**src/rtl/dtc_class_inverter_if.sv**
```systemverilog
// ---------------------------------------------------------------------------
// dtc_class_inverter_if
// Bundles the request/response handshakes and the classifier drive/return
// pair of the decision-tree class inverter.
//
// Signals:
//   req_valid / req_ready / req_class    : request handshake, target class
//   resp_valid / resp_ready              : response handshake
//   resp_found / resp_vec                : search result (lowest match)
//   resp_count                           : match count (only with DTC_INV_COUNT_EN)
//   cls_inp                              : candidate driven to the classifier
//   cls_outp                             : classifier class for cls_inp
//
// Modports:
//   slave  : the inverter itself
//   master : the requester / classifier side
//
// Optional build macro: DTC_INV_COUNT_EN adds resp_count.
// ---------------------------------------------------------------------------
interface dtc_class_inverter_if #(
    parameter int IN_W  = 12,
    parameter int OUT_W = 3
);
    logic             req_valid;
    logic             req_ready;
    logic [OUT_W-1:0] req_class;
    logic             resp_valid;
    logic             resp_ready;
    logic             resp_found;
    logic [IN_W-1:0]  resp_vec;
`ifdef DTC_INV_COUNT_EN
    logic [IN_W:0]    resp_count;
`endif
    logic [IN_W-1:0]  cls_inp;
    logic [OUT_W-1:0] cls_outp;

`ifdef DTC_INV_COUNT_EN
    modport slave (
        input  req_valid, req_class, resp_ready, cls_outp,
        output req_ready, resp_valid, resp_found, resp_vec, resp_count, cls_inp
    );
    modport master (
        output req_valid, req_class, resp_ready, cls_outp,
        input  req_ready, resp_valid, resp_found, resp_vec, resp_count, cls_inp
    );
`else
    modport slave (
        input  req_valid, req_class, resp_ready, cls_outp,
        output req_ready, resp_valid, resp_found, resp_vec, cls_inp
    );
    modport master (
        output req_valid, req_class, resp_ready, cls_outp,
        input  req_ready, resp_valid, resp_found, resp_vec, cls_inp
    );
`endif
endinterface

```
**src/rtl/dtc_class_inverter.sv**
```systemverilog
// ---------------------------------------------------------------------------
// dtc_class_inverter
// Sequential inverse of a combinational decision-tree classifier. Given a
// requested class code it sweeps the classifier input space one candidate
// per cycle (driving an external classifier through cls_inp / cls_outp) and
// returns the lowest input vector mapped to that class.
//
// Ports:
//   clk  : clock, rising edge
//   rst  : asynchronous active-high reset
//   bus  : dtc_class_inverter_if.slave
//          req_valid/req_ready/req_class   request handshake
//          resp_valid/resp_ready           response handshake
//          resp_found/resp_vec             result (vec = 0 when not found)
//          resp_count                      match count (DTC_INV_COUNT_EN)
//          cls_inp/cls_outp                classifier drive / result
//
// Optional build macro: DTC_INV_COUNT_EN
//   Defined   : always sweeps the full space, counts every match in
//               resp_count, resp_vec still holds the lowest match.
//   Undefined : search stops at the first match.
// ---------------------------------------------------------------------------
module dtc_class_inverter #(
    parameter int IN_W  = 12,
    parameter int OUT_W = 3
) (
    input  logic                  clk,
    input  logic                  rst,
    dtc_class_inverter_if.slave   bus
);

    typedef enum logic [1:0] {
        IDLE   = 2'd0,
        SEARCH = 2'd1,
        RESP   = 2'd2
    } state_t;

    // One extra bit so the terminal compare never aliases a wrapped value.
    localparam logic [IN_W:0] CAND_LAST = {1'b0, {IN_W{1'b1}}};

    state_t           state;
    state_t           state_next;
    logic [IN_W:0]    cand;
    logic [OUT_W-1:0] target;
    logic             found;
    logic [IN_W-1:0]  vec;
`ifdef DTC_INV_COUNT_EN
    logic [IN_W:0]    count;
`endif

    logic match;
    logic last;

    // The classifier result only matters while sweeping.
    assign match = (state == SEARCH) && (bus.cls_outp == target);
    assign last  = (cand == CAND_LAST);

    // State register
    always_ff @(posedge clk or posedge rst) begin
        if (rst) begin
            state <= IDLE;
        end else begin
            state <= state_next;
        end
    end

    // Next-state logic
    always_comb begin
        state_next = state;
        case (state)
            IDLE: begin
                if (bus.req_valid) begin
                    state_next = SEARCH;
                end
            end
            SEARCH: begin
`ifdef DTC_INV_COUNT_EN
                if (last) begin
                    state_next = RESP;
                end
`else
                if (match || last) begin
                    state_next = RESP;
                end
`endif
            end
            RESP: begin
                if (bus.resp_ready) begin
                    state_next = IDLE;
                end
            end
            default: state_next = IDLE;
        endcase
    end

    // Candidate counter, target and result registers
    always_ff @(posedge clk or posedge rst) begin
        if (rst) begin
            cand   <= '0;
            target <= '0;
            found  <= 1'b0;
            vec    <= '0;
`ifdef DTC_INV_COUNT_EN
            count  <= '0;
`endif
        end else begin
            case (state)
                IDLE: begin
                    if (bus.req_valid) begin
                        target <= bus.req_class;
                        cand   <= '0;
                        // Clearing here makes the not-found result fall out
                        // naturally: nothing is written during a failed sweep.
                        found  <= 1'b0;
                        vec    <= '0;
`ifdef DTC_INV_COUNT_EN
                        count  <= '0;
`endif
                    end
                end
                SEARCH: begin
`ifdef DTC_INV_COUNT_EN
                    if (match) begin
                        count <= count + 1'b1;
                        if (!found) begin
                            found <= 1'b1;
                            vec   <= cand[IN_W-1:0];
                        end
                    end
                    if (!last) begin
                        cand <= cand + 1'b1;
                    end
`else
                    if (match) begin
                        found <= 1'b1;
                        vec   <= cand[IN_W-1:0];
                    end else if (!last) begin
                        cand <= cand + 1'b1;
                    end
`endif
                end
                default: ;
            endcase
        end
    end

    // All outputs come straight from registers: no req->resp or
    // resp_ready->req_ready combinational path.
    assign bus.req_ready  = (state == IDLE);
    assign bus.resp_valid = (state == RESP);
    assign bus.resp_found = found;
    assign bus.resp_vec   = vec;
    assign bus.cls_inp    = cand[IN_W-1:0];
`ifdef DTC_INV_COUNT_EN
    assign bus.resp_count = count;
`endif

endmodule

```
**src/flat_wrapper.sv**
```systemverilog
// flat-port wrapper written by rule: the top's interface ports become plain ports
module dtc_class_inverter_flat 
#(
    parameter int IN_W  = 12,
    parameter int OUT_W = 3
)
  (clk, rst, bus_req_valid, bus_req_class, bus_resp_ready, bus_cls_outp, bus_req_ready, bus_resp_valid, bus_resp_found, bus_resp_vec, bus_cls_inp);
  dtc_class_inverter_if #(.IN_W(IN_W), .OUT_W(OUT_W)) bus_i ();
  input  logic clk;
  input  logic rst;
  input wire logic [$bits(bus_i.req_valid)-1:0] bus_req_valid;
  input wire logic [$bits(bus_i.req_class)-1:0] bus_req_class;
  input wire logic [$bits(bus_i.resp_ready)-1:0] bus_resp_ready;
  input wire logic [$bits(bus_i.cls_outp)-1:0] bus_cls_outp;
  output wire logic [$bits(bus_i.req_ready)-1:0] bus_req_ready;
  output wire logic [$bits(bus_i.resp_valid)-1:0] bus_resp_valid;
  output wire logic [$bits(bus_i.resp_found)-1:0] bus_resp_found;
  output wire logic [$bits(bus_i.resp_vec)-1:0] bus_resp_vec;
  output wire logic [$bits(bus_i.cls_inp)-1:0] bus_cls_inp;
  assign bus_i.req_valid = bus_req_valid;
  assign bus_i.req_class = bus_req_class;
  assign bus_i.resp_ready = bus_resp_ready;
  assign bus_i.cls_outp = bus_cls_outp;
  assign bus_req_ready = bus_i.req_ready;
  assign bus_resp_valid = bus_i.resp_valid;
  assign bus_resp_found = bus_i.resp_found;
  assign bus_resp_vec = bus_i.resp_vec;
  assign bus_cls_inp = bus_i.cls_inp;
  dtc_class_inverter #(.IN_W(IN_W), .OUT_W(OUT_W)) u_core (.clk(clk), .rst(rst), .bus(bus_i));
endmodule
```
**config.mk**
```make
export PLATFORM = sky130hd
export DESIGN_NAME = dtc_class_inverter_flat
export DESIGN_NICKNAME = d
export VERILOG_FILES = /design/src/rtl/dtc_class_inverter_if.sv /design/src/rtl/dtc_class_inverter.sv /design/src/flat_wrapper.sv
export SDC_FILE = /design/constraint.sdc
export NUM_CORES = 1
export LEC_CHECK = 0
export BUFFER_PORTS_ARGS = -buffer_cell sky130_fd_sc_hd__buf_2
export CAP_MARGIN = 20
export CELL_PAD_IN_SITES_DETAIL_PLACEMENT = 0
export CELL_PAD_IN_SITES_GLOBAL_PLACEMENT = 2
export CORE_MARGIN = 2
export CORE_UTILIZATION = 35
export CTS_BUF_LIST = sky130_fd_sc_hd__clkbuf_8 sky130_fd_sc_hd__clkbuf_16
export CTS_CLUSTER_DIAMETER = 40
export DETAILED_ROUTE_END_ITERATION = 10
export GPL_TIMING_DRIVEN = 0
export HOLD_SLACK_MARGIN = 0.03
export PLACE_DENSITY = 0.8
export REMOVE_ABC_BUFFERS = 1
export SYNTH_ARGS = -nofsm -noshare
export SYNTH_HDL_FRONTEND = slang
export SYNTH_SLANG_ARGS = --single-unit
```
**constraint.sdc**
```tcl
create_clock -name clk -period 2.8 [get_ports clk]
set_input_delay 0.56 -clock clk [delete_from_list [all_inputs] [get_ports clk]]
set_output_delay 0.56 -clock clk [all_outputs]
set_load 0.1 [all_outputs]
```
==> tab_implementation.tex, run 1 <==
\begin{tabular}{lr}
\hline
Metric & Value \\
\hline
\multicolumn{2}{l}{\textbf{Run status}} \\
\quad Result of the run & finished clean \\
\multicolumn{2}{l}{\textbf{Detailed routing}} \\
\quad WL per Instance & 14.6 µm \\
\quad Antenna violation net count after detailed routing & 0 \\
\quad Met2 WL post-DR & 1670 µm \\
\quad Detail-routed via count per cell & 5.32 \\
\quad Total length of routed met3 wires & 199 µm \\
\quad Violation count after the first detailed-routing iteration & 118 \\
\quad Number of vias after detailed routing & 1,340 \\
\quad Met1 routed wirelength after detailed routing & 1760 µm \\
\quad Detailed Routing Iterations Pass 1 & 4 \\
\quad Highest routed layer & met4 \\
\quad Routed Wire Length & 3670 µm \\
\quad Drt drc & 0 \\
\multicolumn{2}{l}{\textbf{Placement}} \\
\quad Count of input and output buffers & 36 \\
\quad Placed cell areas & 0.00183 mm² \\
\quad RePlAce Congestion & 0.835 \\
\quad Detailed-placement wirelength estimate & 2590 µm \\
\multicolumn{2}{l}{\textbf{Finish}} \\
\quad Syn-to-layout area delta & 13.6\% \\
\quad Non-Filler Cell Area, Final & 0.00191 mm² \\
\quad Count of antenna diodes in the layout & 0 \\
\quad Proportion of layout cells with a drive suffix above 1 & 28.8\% \\
\quad Post-layout nets & 210 \\
\multicolumn{2}{l}{\textbf{Worst setup path}} \\
\quad Critical-path cell with the highest stage delay & sky130\_fd\_sc\_hd\_\_nor4\_4 \\
\quad List of cells traversed by the critical path & ha\_1, nand3\_2, nor4\_4, nor2\_2, a221o\_1 \\
\quad Launching point of the worst reg2reg path & u\_core.cand[1] \\
\quad CP startpoint kind & register \\
\quad CP max stage delay & 530 ps \\
\quad Launching element of the worst setup path & u\_core.cand[1] \\
\quad Capturing point of the worst reg2reg path & u\_core.cand[5] \\
\quad Endpoint kind of the worst setup timing path & register \\
\quad Critical path arrival & 2220 ps \\
\quad FF-to-FF setup slack & 730 ps \\
\quad WP data required & 2960 ps \\
\quad Kind of critical path & reg -> reg \\
\quad CP max FO & 8 \\
\quad Path depth of the worst reg2reg path & 5 \\
\multicolumn{2}{l}{\textbf{Floorplanning}} \\
\quad CORE AREA & 0.00469 mm² \\
\quad Starting density of the core & 35.9\% \\
\quad Floorplan row count & 25 \\
\quad Die W & 73.4 µm \\
\quad Die Footprint & 0.00538 mm² \\
\quad Die Y-Extent & 73.4 µm \\
\quad Ports & 37 \\
\multicolumn{2}{l}{\textbf{Yosys}} \\
\quad Average cell area after synthesis & 9.73 µm² \\
\quad Mapped Cells & 173 \\
\quad Total of flip-flops plus latches after synthesis & 31 \\
\quad Seq/Total Area, Yosys & 46.1\% \\
\quad Number of distinct library cells after synthesis & 45 \\
\quad Async set-reset flop share out of synthesis & 100\% \\
\quad Number of synthesis warnings & 0 \\
\quad Number of enable flip-flop cells after synthesis & 0 \\
\quad Post-synthesis instance area & 0.00168 mm² \\
\quad Most instantiated flip-flop cell in the synthesis netlist & sky130\_fd\_sc\_hd\_\_dfrtp\_1 \\
\multicolumn{2}{l}{\textbf{CTS}} \\
\quad Clock tree from TritonCTS & done \\
\quad Total setup buffers inserted after CTS & 0 \\
\quad Maximum root-to-sink buffer count & 2 \\
\quad Cells resized by post-CTS repair & 0 \\
\quad Clock transition at path regs & 60 ps \\
\quad Cell chosen for the clock root & sky130\_fd\_sc\_hd\_\_clkbuf\_8 \\
\quad Clock H-tree levels & 2 \\
\quad Cts hold-fix bufs & 0 \\
\quad Worst-skew pair later-pin latency & 280 ps \\
\quad CTS sink count & 31 \\
\quad Number of buffers created by CTS & 5 \\
\multicolumn{2}{l}{\textbf{Job}} \\
\quad MaxCap Viol Count & 0 \\
\multicolumn{2}{l}{\textbf{Timing}} \\
\quad Highest attainable clock frequency & 0.484 GHz \\
\quad Actual transition at the worst max-transition pin & 696 ps \\
\quad Final min period & 2070 ps \\
\quad Final setup TNS & 0 ps \\
\quad Worst rel slew slack & 53.6\% \\
\quad Post-Route Skew & 6.30 ps \\
\quad Share of the clock period used by the worst path & 73.8\% \\
\quad Pins over their slew limit & 0 \\
\quad Setup violators final & 0 \\
\quad Hold Fails Final Rpt & 0 \\
\quad Setup repair after global routing missed its margin & no \\
\multicolumn{2}{l}{\textbf{Pwr}} \\
\quad Logic gate share of total power & 48.6\% \\
\quad Part of the power in registers & 33.9\% \\
\quad Relative contribution of the clock network to total power & 17.5\% \\
\quad Switching power summed over all nets & 0.000880 W \\
\quad Leakage power figure & 0.936 nW \\
\quad Net switching fraction of the power & 49.6\% \\
\quad Internal power contribution & 0.000893 W \\
\quad Peak supply drop & 0.811 mV \\
\quad PwrDens & 927 mW/mm² \\
\multicolumn{2}{l}{\textbf{GRT}} \\
\quad Global-route wire length before repair & 6000 µm \\
\quad Via count of the first global-routing pass & 1,261 \\
\quad Total routing resource utilization after global routing & 14.6\% \\
\quad Initial antenna violation count & 0 \\
\quad Largest net degree at the start of global routing & 26 \\
\quad Remaining global-route overflow & 0 \\
\multicolumn{2}{l}{\textbf{Hold path}} \\
\quad Class of the most critical hold timing path & in -> async \\
\hline
\end{tabular}
-- worst max-delay path, delay by kind of cell (launching register included) --
family,cells,cell delay [ps]
compound gates,1,330
fa+ha+maj,1,260
simple gates,3,920
flops,1,440
-- routing by layer --
| layer | track usage [%] | up-vias |
|---|---|---|
| li1 | - | 653 |
| met2 | 22.0 | 49 |
| met1 | 20.1 | 631 |
| met4 | 5.45 | 0 |
| met5 | 0 | - |
| met3 | 3.84 | 7 |
-- how the worst max path moves through the flow --
stage,to,slack [ps],cells after the start
2_1_floorplan,u_core.target[0],-70,3
3_3_place_gp,u_core.cand[5],80,5
3_5_place_dp,u_core.bus.resp_vec[10],520,4
4_1_cts,u_core.bus.resp_vec[10],700,3
5_1_grt,u_core.cand[5],540,5
6_report,u_core.cand[5],730,5
-- cells in the mapped netlist (2+ instances only) --
library cell               count  area, µm²
sky130_fd_sc_hd__a21o_1        3       22.5
sky130_fd_sc_hd__xor2_1        4       35.0
sky130_fd_sc_hd__a21oi_1       4       20.0
sky130_fd_sc_hd__nor4_1        2       12.5
sky130_fd_sc_hd__nor2_1        2       7.51
sky130_fd_sc_hd__nand2_1      32        120
sky130_fd_sc_hd__dfrtp_1      31        776
sky130_fd_sc_hd__inv_1         3       11.3
sky130_fd_sc_hd__nand4_1       3       18.8
sky130_fd_sc_hd__clkbuf_1      2       7.51
sky130_fd_sc_hd__a211o_1       2       17.5
sky130_fd_sc_hd__nor4_4        2       42.5
sky130_fd_sc_hd__xnor2_1       3       26.3
sky130_fd_sc_hd__or2_2         2       12.5
sky130_fd_sc_hd__nand3_1       4       20.0
sky130_fd_sc_hd__mux2_2        4       45.0
sky130_fd_sc_hd__o31ai_1       4       30.0
sky130_fd_sc_hd__buf_4        12       90.1
sky130_fd_sc_hd__a221o_1       3       30.0
sky130_fd_sc_hd__o21ai_1       4       20.0
sky130_fd_sc_hd__o21ai_0      11       55.1
sky130_fd_sc_hd__nor3_1        7       35.0
sky130_fd_sc_hd__buf_2         5       25.0
sky130_fd_sc_hd__or3_1         2       12.5
sky130_fd_sc_hd__a22o_1        2       17.5
-- power by group through the flow --
stage / Clock [W] / Sequential, W / Combinational (W)
2_1_floorplan: 0 / 0.000832 / 0.000448
3_3_place_gp: 0 / 0.000601 / 0.000838
3_5_place_dp: 0 / 0.000608 / 0.000862
4_1_cts: 0.000324 / 0.000601 / 0.000863
5_1_grt: 0.000342 / 0.000616 / 0.000920
6_report: 0.000310 / 0.000601 / 0.000862
-- placed cells by master (no fill, tap or decap), types with 2 or more instances in the layout --
cell type	n
sky130_fd_sc_hd__dfrtp_1	31
sky130_fd_sc_hd__nor4_4	2
sky130_fd_sc_hd__o31ai_1	4
sky130_fd_sc_hd__xor2_1	4
sky130_fd_sc_hd__inv_1	4
sky130_fd_sc_hd__clkbuf_8	5
sky130_fd_sc_hd__o21ai_1	4
sky130_fd_sc_hd__a21o_1	3
sky130_fd_sc_hd__a22o_1	2
sky130_fd_sc_hd__nand4_1	3
sky130_fd_sc_hd__a21oi_1	4
sky130_fd_sc_hd__buf_2	36
sky130_fd_sc_hd__nor4_1	2
sky130_fd_sc_hd__or3_1	2
sky130_fd_sc_hd__o21ai_0	11
sky130_fd_sc_hd__nand3_1	4
sky130_fd_sc_hd__a211o_1	2
sky130_fd_sc_hd__nor2_1	2
sky130_fd_sc_hd__nand2_1	32
sky130_fd_sc_hd__xnor2_1	3
sky130_fd_sc_hd__or2_2	2
sky130_fd_sc_hd__mux2_2	4
sky130_fd_sc_hd__a221o_1	3
sky130_fd_sc_hd__nor3_1	7
-- registers in the layout, summed over array words and instances, names as in the netlist --
register	cells
u_core.bus.resp_found	1
u_core.cand	13
u_core.target	3
u_core.state	2
u_core.bus.resp_vec	12
-- kinds of logic (layout without fill, tap and decap cells) --
logic type / Yosys count / in the layout / synth area share [%]
AND/OR/NAND/NOR: 65 / 65 / 20.9
AO/OA/AOI/OAI: 41 / 41 / 16.9
flip-flops: 31 / 31 / 46.1
buffers and inverters: 24 / 49 / 9.06
XOR/XNOR: 7 / 7 / 3.64
multiplexers: 4 / 4 / 2.67
adder cells (fa/ha/maj): 1 / 1 / 0.743
-- area by class of cell --
| cell class | count | area (µm²) |
|---|---|---|
| fill | 473 | 2780 |
| sequential | 31 | 776 |
| multi-input combinational | 118 | 756 |
| timing repair buffer | 39 | 226 |
| clock buffer | 5 | 68.8 |
| tap | 54 | 67.6 |
| inverter | 4 | 15.0 |
| clock inverter | 1 | 3.75 |
-- through the flow --
step	instances	util, %	worst slack (ps)	power [W]	hold WS [ps]
2_1_floorplan	153	-	-70.7	0.00128	501
4_1_cts	251	40.5	704	0.00179	417
3_5_place_dp	245	39.0	519	0.00147	474
5_1_grt	252	40.8	538	0.00188	443
3_3_place_gp	243	38.2	76.6	0.00144	455
6_report	252	40.8	734	0.00177	388
No activity file was read; power rests on OpenSTA's default activity.
==> inputs of run 2 (changes only) <==
--- a/config.mk
+++ b/config.mk
@@ -10,13 +10,13 @@
 export CELL_PAD_IN_SITES_DETAIL_PLACEMENT = 0
 export CELL_PAD_IN_SITES_GLOBAL_PLACEMENT = 2
 export CORE_MARGIN = 2
-export CORE_UTILIZATION = 35
+export CORE_UTILIZATION = 33
 export CTS_BUF_LIST = sky130_fd_sc_hd__clkbuf_8 sky130_fd_sc_hd__clkbuf_16
 export CTS_CLUSTER_DIAMETER = 40
 export DETAILED_ROUTE_END_ITERATION = 10
 export GPL_TIMING_DRIVEN = 0
 export HOLD_SLACK_MARGIN = 0.03
-export PLACE_DENSITY = 0.8
+export PLACE_DENSITY = 0.76
 export REMOVE_ABC_BUFFERS = 1
 export SYNTH_ARGS = -nofsm -noshare
 export SYNTH_HDL_FRONTEND = slang
==> constraint.sdc (replaced) <==
create_clock -name clk -period 2.15 [get_ports clk]
set_input_delay 0.43 -clock clk [delete_from_list [all_inputs] [get_ports clk]]
set_output_delay 0.43 -clock clk [all_outputs]
set_load 0.1 [all_outputs]
==> run 2 against run 1 <==
- wire length is 1.8% higher
- sequential cell count stayed put
- global-route usage is 0.35 points higher
- sequential share of layout area is 0.75 points lower
- clock skew is 0.51 ps higher
- worst hold slack worse by 120 ps
- fmax is 8.1% higher
- first-iteration DRC count is 59% lower
- count of clock-buffer cells in the layout stayed put
- critical path depth is 1 higher
- register-to-register slack worse by 500 ps
- utilization is 0.31 points lower
==> tab_implementation.tex, run 2 (synthesized netlist as in run 1, its figures left out) <==
\begin{tabular}{lr}
\hline
Metric & Value \\
\hline
\multicolumn{2}{l}{\textbf{Run status}} \\
\quad Result of the run & finished clean \\
\multicolumn{2}{l}{\textbf{CTS}} \\
\quad Clock H-tree levels & 2 (unchanged) \\
\quad Number of buffers created by CTS & 5 (unchanged) \\
\quad Maximum root-to-sink buffer count & 2 (unchanged) \\
\quad Clock transition at path regs & 60 ps (about the same) \\
\quad Clock tree from TritonCTS & done \\
\quad CTS sink count & 31 (unchanged) \\
\quad Cell chosen for the clock root & sky130\_fd\_sc\_hd\_\_clkbuf\_8 \\
\quad Worst-skew pair later-pin latency & 280 ps (about the same) \\
\multicolumn{2}{l}{\textbf{GRT}} \\
\quad Total routing resource utilization after global routing & 15.0\% (+0.35 points) \\
\quad Via count of the first global-routing pass & 1,287 (+2.1\%) \\
\quad Largest net degree at the start of global routing & 26 (unchanged) \\
\quad Initial antenna violation count & 0 (unchanged) \\
\quad Global-route wire length before repair & 6340 µm (+5.6\%) \\
\quad Remaining global-route overflow & 0 (unchanged) \\
\multicolumn{2}{l}{\textbf{Finish}} \\
\quad Multi-input gate area & 761 µm² (+0.66\%) \\
\quad Max reg flops & 13 (unchanged) \\
\quad Proportion of layout cells with a drive suffix above 1 & 30.0\% (+1.2 points) \\
\quad Leading cell type in the layout, fill and taps excluded & sky130\_fd\_sc\_hd\_\_buf\_2 \\
\quad Top library cells by usage in the layout, fill and taps aside & sky130\_fd\_sc\_hd\_\_buf\_2 (36), sky130\_fd\_sc\_hd\_\_nand2\_1 (32), sky130\_fd\_sc\_hd\_\_dfrtp\_1 (31) \\
\quad Layout fillers & 520 (+9.9\%) \\
\quad Top reg by flops & u\_core.cand \\
\quad Post-layout nets & 212 (+0.95\%) \\
\quad Syn-to-layout area delta & 15.8\% \\
\quad Count of antenna diodes in the layout & 0 (unchanged) \\
\quad Storage element area & 776 µm² (unchanged) \\
\multicolumn{2}{l}{\textbf{Floorplanning}} \\
\quad Die W & 75.4 µm (+2.8\%) \\
\quad Floorplan row count & 25 (unchanged) \\
\quad Die Footprint & 0.00569 mm² (+5.7\%) \\
\quad Die Y-Extent & 75.4 µm (+2.8\%) \\
\quad CORE AREA & 0.00482 mm² (+2.7\%) \\
\quad Ports & 37 (unchanged) \\
\quad Starting density of the core & 35.0\% (-0.93 points) \\
\multicolumn{2}{l}{\textbf{Worst setup path}} \\
\quad CP max FO & 11 (+3) \\
\quad Critical-path cell with the highest stage delay & sky130\_fd\_sc\_hd\_\_dfrtp\_1 \\
\quad List of cells traversed by the critical path & ha\_1, nand3\_2, nor4\_4, buf\_4, a21o\_4, a221o\_1 \\
\quad CP max stage delay & 430 ps (-100 ps) \\
\quad FF-to-FF setup slack & 240 ps (-500 ps) \\
\quad Endpoint kind of the worst setup timing path & register \\
\quad Kind of critical path & reg -> reg \\
\quad Critical path arrival & 2130 ps (-90 ps) \\
\quad WP data required & 2370 ps (-590 ps) \\
\quad CP startpoint kind & register \\
\multicolumn{2}{l}{\textbf{Pwr}} \\
\quad Internal power contribution & 0.00117 W (+31\%) \\
\quad PwrDens & 1190 mW/mm² (+29\%) \\
\quad Part of the power in registers & 33.5\% (-0.4 points) \\
\quad Switching power summed over all nets & 0.00116 W (+32\%) \\
\quad Peak supply drop & 1.14 mV (+40\%) \\
\quad Net switching fraction of the power & 49.9\% (+0.27 points) \\
\quad Logic gate share of total power & 49.0\% (+0.4 points) \\
\quad Relative contribution of the clock network to total power & 17.5\% (about the same) \\
\quad Leakage power figure & 0.947 nW (+1.2\%) \\
\quad Final Total Pwr & 0.00233 W (+31\%) \\
\multicolumn{2}{l}{\textbf{Timing}} \\
\quad Setup repair after global routing missed its margin & no \\
\quad Final min period & 1910 ps (-154 ps) \\
\quad Pins over their slew limit & 0 (unchanged) \\
\quad Highest attainable clock frequency & 0.523 GHz (+8.1\%) \\
\quad Post-Route Skew & 6.81 ps (+0.511 ps) \\
\quad Final setup TNS & 0 ps (unchanged) \\
\quad Worst rel slew slack & 50.7\% (-2.9 points) \\
\quad Final Worst Setup Slack & 238 ps (-496 ps) \\
\quad Setup violators final & 0 (unchanged) \\
\quad Share of the clock period used by the worst path & 88.9\% (+15 points) \\
\quad Hold Fails Final Rpt & 0 (unchanged) \\
\quad Actual transition at the worst max-transition pin & 739 ps (+43.8 ps) \\
\multicolumn{2}{l}{\textbf{Placement}} \\
\quad RePlAce Congestion & 0.790 (-5.3\%) \\
\quad Detailed-placement wirelength estimate & 2720 µm (+4.9\%) \\
\quad Count of input and output buffers & 36 (unchanged) \\
\quad Setup slack at placement & -67.9 ps (-587 ps) \\
\multicolumn{2}{l}{\textbf{Job}} \\
\quad MaxCap Viol Count & 0 (unchanged) \\
\multicolumn{2}{l}{\textbf{Detailed routing}} \\
\quad Antenna violation net count after detailed routing & 0 (unchanged) \\
\quad Routed Wire Length & 3730 µm (+1.8\%) \\
\quad Drt drc & 0 (unchanged) \\
\quad Detail-routed via count per cell & 5.11 (-3.9\%) \\
\quad WL per Instance & 14.0 µm (-3.9\%) \\
\quad Violation count after the first detailed-routing iteration & 48 (-59\%) \\
\quad Number of vias after detailed routing & 1,364 (+1.8\%) \\
\quad Detailed Routing Iterations Pass 1 & 4 (unchanged) \\
\multicolumn{2}{l}{\textbf{Hold path}} \\
\quad Class of the most critical hold timing path & in -> async \\
\hline
\end{tabular}
-- run 2: worst paths after layout --
check | from | end | cells past startpoint
min in group clk | bus_req_class[2] | u_core.target[2] | 2
max in group asynchronous | rst | u_core.cand[4] | 3
worst max-delay path | u_core.cand[1] | u_core.cand[4] | 6
worst min register to register | u_core.bus.resp_found | u_core.bus.resp_found | 1
worst max register to register | u_core.cand[1] | u_core.cand[4] | 6
worst min-delay path | rst | u_core.state[1] | 2
-- run 2: power groups by stage --
stage / Clock [W] / Sequential (W) / Combinational, W
finish: 0.000408 / 0.000780 / 0.00114
global route: 0.000456 / 0.000799 / 0.00123
CTS: 0.000428 / 0.000781 / 0.00114
detailed placement: 0 / 0.000790 / 0.00114
floorplan: 0 / 0.00108 / 0.000583
global placement: 0 / 0.000785 / 0.00110
-- run 2: stage by stage --
stage               hold WS [ps]  util [%]  cells  instance area [µm²]
floorplan                    501         -    153                 1550
global placement             457      37.6    256                 1810
detailed placement           461      38.3    258                 1850
CTS                          299      39.8    264                 1920
global route                 336      40.5    267                 1950
finish                       268      40.5    267                 1950
-- run 2: timing repair --
action	in CTS	in global routing
hold buffers	0	0
endpoints found under the hold margin	0	0
pin swaps	1	1
setup buffers	0	2
endpoints found under the setup margin	1	5
resized for setup	0	1
-- run 2: layout make-up --
class	instances	area share, %
Sequential cell	31	39.8
Clock buffer	5	3.53
Clock inverter	1	0.193
Timing Repair Buffer	41	12.4
Inverter	4	0.770
Multi-Input combinational cell	118	39.0
Tap cell	67	4.30
-- run 2: worst max-delay path: cells and delay by family (launching register included) --
family / cells / cell delay, ps
AO/OA/AOI/OAI: 2 / 360
adder cells (fa/ha/maj): 1 / 240
buffers and inverters: 1 / 200
flip-flops: 1 / 430
AND/OR/NAND/NOR: 2 / 610
-- run 2: metal layers --
layer | up-vias | wire (µm) | track usage, %
met3 | 7 | 239 | 3.57
met1 | 641 | 1690 | 19.1
met2 | 55 | 1730 | 23.6
met4 | 0 | 74 | 7.60
met5 | - | 0 | 0
li1 | 661 | - | -
